File: config.mk
export PLATFORM = sky130hd
export DESIGN_NAME = spi_master_flat
export DESIGN_NICKNAME = d
export VERILOG_FILES = /design/src/rtl/spi_pkg.sv /design/src/rtl/spi_master_if.sv /design/src/rtl/spi_shift_reg.sv /design/src/rtl/spi_master.sv /design/src/flat_wrapper.sv
export SDC_FILE = /design/constraint.sdc
export NUM_CORES = 1
export LEC_CHECK = 0
export CAP_MARGIN = 10
export CORE_AREA = 8 8 58 96
export CTS_CLUSTER_DIAMETER = 40
export DETAILED_ROUTE_END_ITERATION = 10
export DIE_AREA = 0 0 66 104
export PLACE_DENSITY = 0.74
export SKIP_LAST_GASP = 1
export SYNTH_ARGS = -nofsm -noshare
export SYNTH_HDL_FRONTEND = slang
export SYNTH_SLANG_ARGS = --single-unit
export TNS_END_PERCENT = 1
File: constraint.sdc
create_clock -name clk -period 2.3 [get_ports clk]
set_input_delay 0.69 -clock clk [delete_from_list [all_inputs] [get_ports clk]]
set_output_delay 0.69 -clock clk [all_outputs]
set_load 0.05 [all_outputs]
File: src/rtl/spi_pkg.sv
// Shared SPI definitions: command codes, master state encoding and default widths.
package spi_pkg;

  localparam int unsigned FRAME_W_DFLT = 10;
  localparam int unsigned DATA_W_DFLT  = 8;
  localparam int unsigned CMD_W        = 2;

  localparam logic [CMD_W-1:0] CMD_WR_ADDR = 2'b00;
  localparam logic [CMD_W-1:0] CMD_WR_DATA = 2'b01;
  localparam logic [CMD_W-1:0] CMD_RD_ADDR = 2'b10;
  localparam logic [CMD_W-1:0] CMD_RD_DATA = 2'b11;

  typedef enum logic [2:0] {
    ST_IDLE  = 3'd0,
    ST_START = 3'd1,
    ST_SHIFT = 3'd2,
    ST_TURN  = 3'd3,
    ST_RECV  = 3'd4,
    ST_STOP  = 3'd5
  } state_e;

endpackage

File: src/rtl/spi_master_if.sv
// Command/response handshake between a system-side caller and spi_master.
interface spi_master_if #(
  parameter int unsigned DATA_W = spi_pkg::DATA_W_DFLT
);
  logic              cmd_valid;
  logic              cmd_ready;
  logic [1:0]        cmd;
  logic [DATA_W-1:0] cmd_payload;
  logic              rsp_valid;
  logic [DATA_W-1:0] rsp_data;
  logic              busy;

  // Caller side issues requests and consumes responses
  modport master (
    output cmd_valid, cmd, cmd_payload,
    input  cmd_ready, rsp_valid, rsp_data, busy
  );

  // spi_master side
  modport slave (
    input  cmd_valid, cmd, cmd_payload,
    output cmd_ready, rsp_valid, rsp_data, busy
  );
endinterface

File: src/rtl/spi_shift_reg.sv
// Parallel-load, MSB-first shift register with serial input.
module spi_shift_reg #(
  parameter int unsigned W = 8
) (
  input  logic         clk,
  input  logic         rst_n,
  input  logic         load,
  input  logic         shift_en,
  input  logic [W-1:0] load_val,
  input  logic         ser_in,
  output logic [W-1:0] q
);

  always_ff @(posedge clk or negedge rst_n) begin
    if (!rst_n) begin
      q <= '0;
    end else if (load) begin
      q <= load_val;
    end else if (shift_en) begin
      q <= {q[W-2:0], ser_in};
    end
  end

endmodule

File: src/rtl/spi_master.sv
// SPI initiator: serialises {cmd, payload} frames on MOSI and captures read-data bytes from MISO.
module spi_master
  import spi_pkg::*;
#(
  parameter int unsigned FRAME_W = FRAME_W_DFLT,
  parameter int unsigned DATA_W  = DATA_W_DFLT
) (
  input  logic         clk,
  input  logic         rst_n,
  spi_master_if.slave  bus,
  output logic         SS_n,
  output logic         MOSI,
  input  logic         MISO
);

  localparam int unsigned CNT_W = $clog2(FRAME_W);

  state_e             state_q, state_d;
  logic [CNT_W-1:0]   cnt_q, cnt_d;
  logic               rd_q, rd_d;
  logic               ss_n_d, busy_d, ready_d, rsp_valid_d;
  logic [DATA_W-1:0]  rsp_data_d;
  logic               frame_load, frame_shift, rx_shift;
  logic [FRAME_W-1:0] frame_q;
  logic [DATA_W-1:0]  rx_q;
  logic               unused_bits;

  // Frame serialiser: zeros shift in behind the frame, so MOSI idles low once it drains
  spi_shift_reg #(.W(FRAME_W)) u_tx_sr (
    .clk      (clk),
    .rst_n    (rst_n),
    .load     (frame_load),
    .shift_en (frame_shift),
    .load_val ({bus.cmd, bus.cmd_payload}),
    .ser_in   (1'b0),
    .q        (frame_q)
  );

  spi_shift_reg #(.W(DATA_W)) u_rx_sr (
    .clk      (clk),
    .rst_n    (rst_n),
    .load     (1'b0),
    .shift_en (rx_shift),
    .load_val ('0),
    .ser_in   (MISO),
    .q        (rx_q)
  );

  assign MOSI        = frame_q[FRAME_W-1];
  assign unused_bits = ^{frame_q[FRAME_W-2:0], rx_q[DATA_W-1]};

  always_ff @(posedge clk or negedge rst_n) begin
    if (!rst_n) begin
      state_q       <= ST_IDLE;
      cnt_q         <= '0;
      rd_q          <= 1'b0;
      SS_n          <= 1'b1;
      bus.cmd_ready <= 1'b1;
      bus.busy      <= 1'b0;
      bus.rsp_valid <= 1'b0;
      bus.rsp_data  <= '0;
    end else begin
      state_q       <= state_d;
      cnt_q         <= cnt_d;
      rd_q          <= rd_d;
      SS_n          <= ss_n_d;
      bus.cmd_ready <= ready_d;
      bus.busy      <= busy_d;
      bus.rsp_valid <= rsp_valid_d;
      bus.rsp_data  <= rsp_data_d;
    end
  end

  // Next state; registered outputs are decoded from the next state so they line up with it
  always_comb begin
    state_d     = state_q;
    cnt_d       = cnt_q;
    rd_d        = rd_q;
    frame_load  = 1'b0;
    frame_shift = 1'b0;
    rx_shift    = 1'b0;
    rsp_valid_d = 1'b0;
    rsp_data_d  = bus.rsp_data;

    unique case (state_q)
      ST_IDLE: begin
        if (bus.cmd_valid && bus.cmd_ready) begin
          frame_load = 1'b1;
          rd_d       = (bus.cmd == CMD_RD_DATA);
          state_d    = ST_START;
        end
      end
      ST_START: begin
        cnt_d   = CNT_W'(FRAME_W - 1);
        state_d = ST_SHIFT;
      end
      ST_SHIFT: begin
        frame_shift = 1'b1;
        if (cnt_q == '0) begin
          state_d = rd_q ? ST_TURN : ST_STOP;
        end else begin
          cnt_d = CNT_W'(cnt_q - 1'b1);
        end
      end
      ST_TURN: begin
        cnt_d   = CNT_W'(DATA_W - 1);
        state_d = ST_RECV;
      end
      ST_RECV: begin
        rx_shift = 1'b1;
        if (cnt_q == '0) begin
          rsp_valid_d = 1'b1;
          rsp_data_d  = {rx_q[DATA_W-2:0], MISO};
          state_d     = ST_STOP;
        end else begin
          cnt_d = CNT_W'(cnt_q - 1'b1);
        end
      end
      ST_STOP: state_d = ST_IDLE;
      default: state_d = ST_IDLE;
    endcase

    ss_n_d  = (state_d == ST_IDLE) || (state_d == ST_STOP);
    busy_d  = (state_d != ST_IDLE);
    ready_d = (state_d == ST_IDLE);
  end

endmodule
File: src/flat_wrapper.sv
// flat-port wrapper written by rule: the top's interface ports become plain ports
module spi_master_flat import spi_pkg::*;
#(
  parameter int unsigned FRAME_W = FRAME_W_DFLT,
  parameter int unsigned DATA_W  = DATA_W_DFLT
)
  (clk, rst_n, SS_n, MOSI, MISO, bus_cmd_valid, bus_cmd, bus_cmd_payload, bus_cmd_ready, bus_rsp_valid, bus_rsp_data, bus_busy);
  spi_master_if #(.DATA_W(DATA_W)) bus_i ();
  input  logic clk;
  input  logic rst_n;
  output logic SS_n;
  output logic MOSI;
  input  logic MISO;
  input wire logic [$bits(bus_i.cmd_valid)-1:0] bus_cmd_valid;
  input wire logic [$bits(bus_i.cmd)-1:0] bus_cmd;
  input wire logic [$bits(bus_i.cmd_payload)-1:0] bus_cmd_payload;
  output wire logic [$bits(bus_i.cmd_ready)-1:0] bus_cmd_ready;
  output wire logic [$bits(bus_i.rsp_valid)-1:0] bus_rsp_valid;
  output wire logic [$bits(bus_i.rsp_data)-1:0] bus_rsp_data;
  output wire logic [$bits(bus_i.busy)-1:0] bus_busy;
  assign bus_i.cmd_valid = bus_cmd_valid;
  assign bus_i.cmd = bus_cmd;
  assign bus_i.cmd_payload = bus_cmd_payload;
  assign bus_cmd_ready = bus_i.cmd_ready;
  assign bus_rsp_valid = bus_i.rsp_valid;
  assign bus_rsp_data = bus_i.rsp_data;
  assign bus_busy = bus_i.busy;
  spi_master #(.FRAME_W(FRAME_W), .DATA_W(DATA_W)) u_core (.clk(clk), .rst_n(rst_n), .bus(bus_i), .SS_n(SS_n), .MOSI(MOSI), .MISO(MISO));
endmodule
==> results.toml <==
[floorplanning]
start_util_pct = 39.73
core-area_um2 = 4324
io_pins = 27
die_y_um = 104
row_count = 32
dieArea_um2 = 6864
die_w_um = 66

[detailed_routing]
ant_nets = 0
drt-pass1-iter-count = 4
drt_iter0_markers = 31
vias = 1255
via_per_inst = 5.273
wire_per_inst_um = 14.34
routed_wl_um = 3414
remaining_drc_errors = 0

[power_and_ir_drop]
vdd_drop_max_mv = 0.8933
power_density_nw_per_um2 = 1576
power.leakage_nw = 0.9344

[place]
placed_area_um2 = 2032
dpl.hpwl_um = 2571
gp_congestion = 0.8105
port_buffers = 26

[layout]
layout_commonest_cell = "dfrtp_1"
area_growth_pct = 26.07
final_cell_mix = "dfrtp_1 (35), clkdlybuf4s50_1 (24), nand2_1 (23)"
fin_nets = 202
design_area_um2 = 2166
multiInputGateArea_um2 = 713.2
fillers = 392
drive_gt1_share_pct = 20.32
regArea_um2 = 928.4
antenna_cells = 0

[clock_network]
clkSinkCount = 37
clockBufferDepth = 2
ctsResizeCount = 0
cts_root_buf = "clkbuf_8"
path_clk_slew_ps = 70
post-cts-setup-buffer-count = 0
clk_latency_ps = 290
cts_hold_buf = 0
numCtsBuffers = 5
h-tree-depth = 2
tritoncts = "yes"

[sta]
tightest_slew_ps = 510.3
fmax_mhz = 462.3
fin_crit_sh_pct = 94.05
finalSetupTns_ps = 0
finClkSkew_ps = 7.791
slew-limit-headroom_pct = 65.87
period_needed_ps = 2163
hold_viol = 0
holdWs_ps = 485.2
grt_setup_unrepaired = "no"
setup_viol = 0
report.final.slew_viol_count = 0

[grt]
grt_pass1_wl_um = 6189
met3_usage_pct = 2.050
grt_max_degree = 38
grt_pass1_vias = 1335
grt_antenna_before_repair = 0
grt_usage_pct = 11.32
use_met2_pct = 20.18
top_usage_layer = "met2"
grt_use_met1_pct = 11.24
grt.overflow.total = 0

[worst_setup_path]
crit_slowest_cell = "clkdlybuf4s50_1"
cp_top_family = "buffers and inverters"
cpPeakStageDelay_ps = 810
critical_path_buf_inv_count = 1
critPathArrivalTime_ps = 1470
reg2reg_to = "u_core.cnt_q[2]$_DFFE_PN0P_"
r2r_slack_ps = 510
end_kind = "output port"
crit_path_cell_trace = "clkdlybuf4s50_1"
r2r_cells = 6
start_kind = "register"
path_class = "reg -> out"
critPathRequiredTime_ps = 1610
r2r_start = "u_core.cnt_q[1]$_DFFE_PN0P_"
crit_fanout = 2

[yosys]
ys_seq_area_share_pct = 54.04
syn_nets = 171
yosysUniqueCellTypes = 40
syn_avg_cell_area_um2 = 11.08
ys_warn_count = 0
synthArstFlopShare_pct = 100.0
syn-cell-area_um2 = 1718
synthFlopType = "dfrtp_1"
synth_edf_count = 0
netlist_instances = 155
ys_ff_latch = 37

[min_path]
hp-start = "u_core.u_tx_sr.q[6]$_DFFE_PN0P_"
holdPathStages = 2
hold_path_end = "u_core.u_tx_sr.q[6]$_DFFE_PN0P_"
hold_path_class = "reg -> reg"

[status]
status = "complete, no violations"

[flow_run]
maxCapViolCount = 0
metrics by stage:
stage	cells	util, %	power [mW]	setup slack [ps]
2_1_floorplan	155	-	2.346	663.3
3_3_place_gp	230	46.99	2.757	340.4
3_5_place_dp	230	46.99	2.792	323.5
4_1_cts	238	50.09	3.466	116.3
5_1_grt	238	50.09	3.677	82.49
6_report	238	50.09	3.414	136.9
report_power, final:
part | leakage [nW] | switching (mW) | internal, mW
clock network | 0.0681 | 0.224 | 0.431
logic | 0.418 | 0.906 | 0.651
registers | 0.448 | 0.237 | 0.966
per-layer routing:
metal / share of wire (%) / vias to the layer above
met5: 0 / -
met4: 3.5 / 0
met3: 2.4 / 10
met2: 57 / 22
met1: 37 / 610
li1: - / 613
cell usage after synthesis (3+ instances only):
cell      instances  area (µm²)
a21oi_1           3       15.01
a22oi_1           6       45.04
a31oi_1           3       18.77
a32oi_1           3       26.28
buf_2             4       20.02
dfrtp_1          35       875.8
inv_1             7       26.28
mux2_2           15       168.9
mux2i_1           3       30.03
nand2_1          23       86.33
nand2b_1          3       18.77
nand3_1           3       15.01
nor3_1            3       15.01
o21ai_0          10       50.05
layout make-up:
cell class                      instances  area share (%)
Sequential cell                        37           42.87
Multi-Input combinational cell        103           32.93
Timing Repair Buffer                   32           13.86
Clock buffer                            5           3.177
Clock inverter                          3           3.004
Tap cell                               51           2.946
Inverter                                7           1.213
sequential cells by signal, indices dropped and copies added, names as in the netlist, 3 cells and up:
signal	flops
u_core.cnt_q	4
u_core.state_q	3
u_core.u_tx_sr.q	10
u_core.bus.rsp_data	8
u_core.u_rx_sr.q	7
worst max-delay path by stage:
| stage | startpoint | endpoint | slack [ps] | depth (start not counted) |
|---|---|---|---|---|
| after floorplan | u_core.cnt_q[1]$_DFFE_PN0P_ | u_core.cnt_q[2]$_DFFE_PN0P_ | 660 | 7 |
| after global placement | bus_cmd_valid | u_core.rd_q$_DFFE_PN0P_ | 340 | 6 |
| after detailed placement | bus_cmd_valid | u_core.u_tx_sr.q[8]$_DFFE_PN0P_ | 320 | 5 |
| after CTS | u_core.u_tx_sr.q[9]$_DFFE_PN0P_ | MOSI | 120 | 1 |
| after global routing | u_core.u_tx_sr.q[9]$_DFFE_PN0P_ | MOSI | 80 | 1 |
| final | u_core.u_tx_sr.q[9]$_DFFE_PN0P_ | MOSI | 140 | 1 |
cells by family after synthesis:
logic type / synth area share [%]
AOI/OAI and AO/OA: 14.57
xor gates and xnor gates: 0.5099
adders and majority gates: 1.456
buffers and inverters: 4.443
DFF: 54.04
muxes: 11.58
and+or+nand+nor: 13.40
Power figures use the tool's default switching activity.
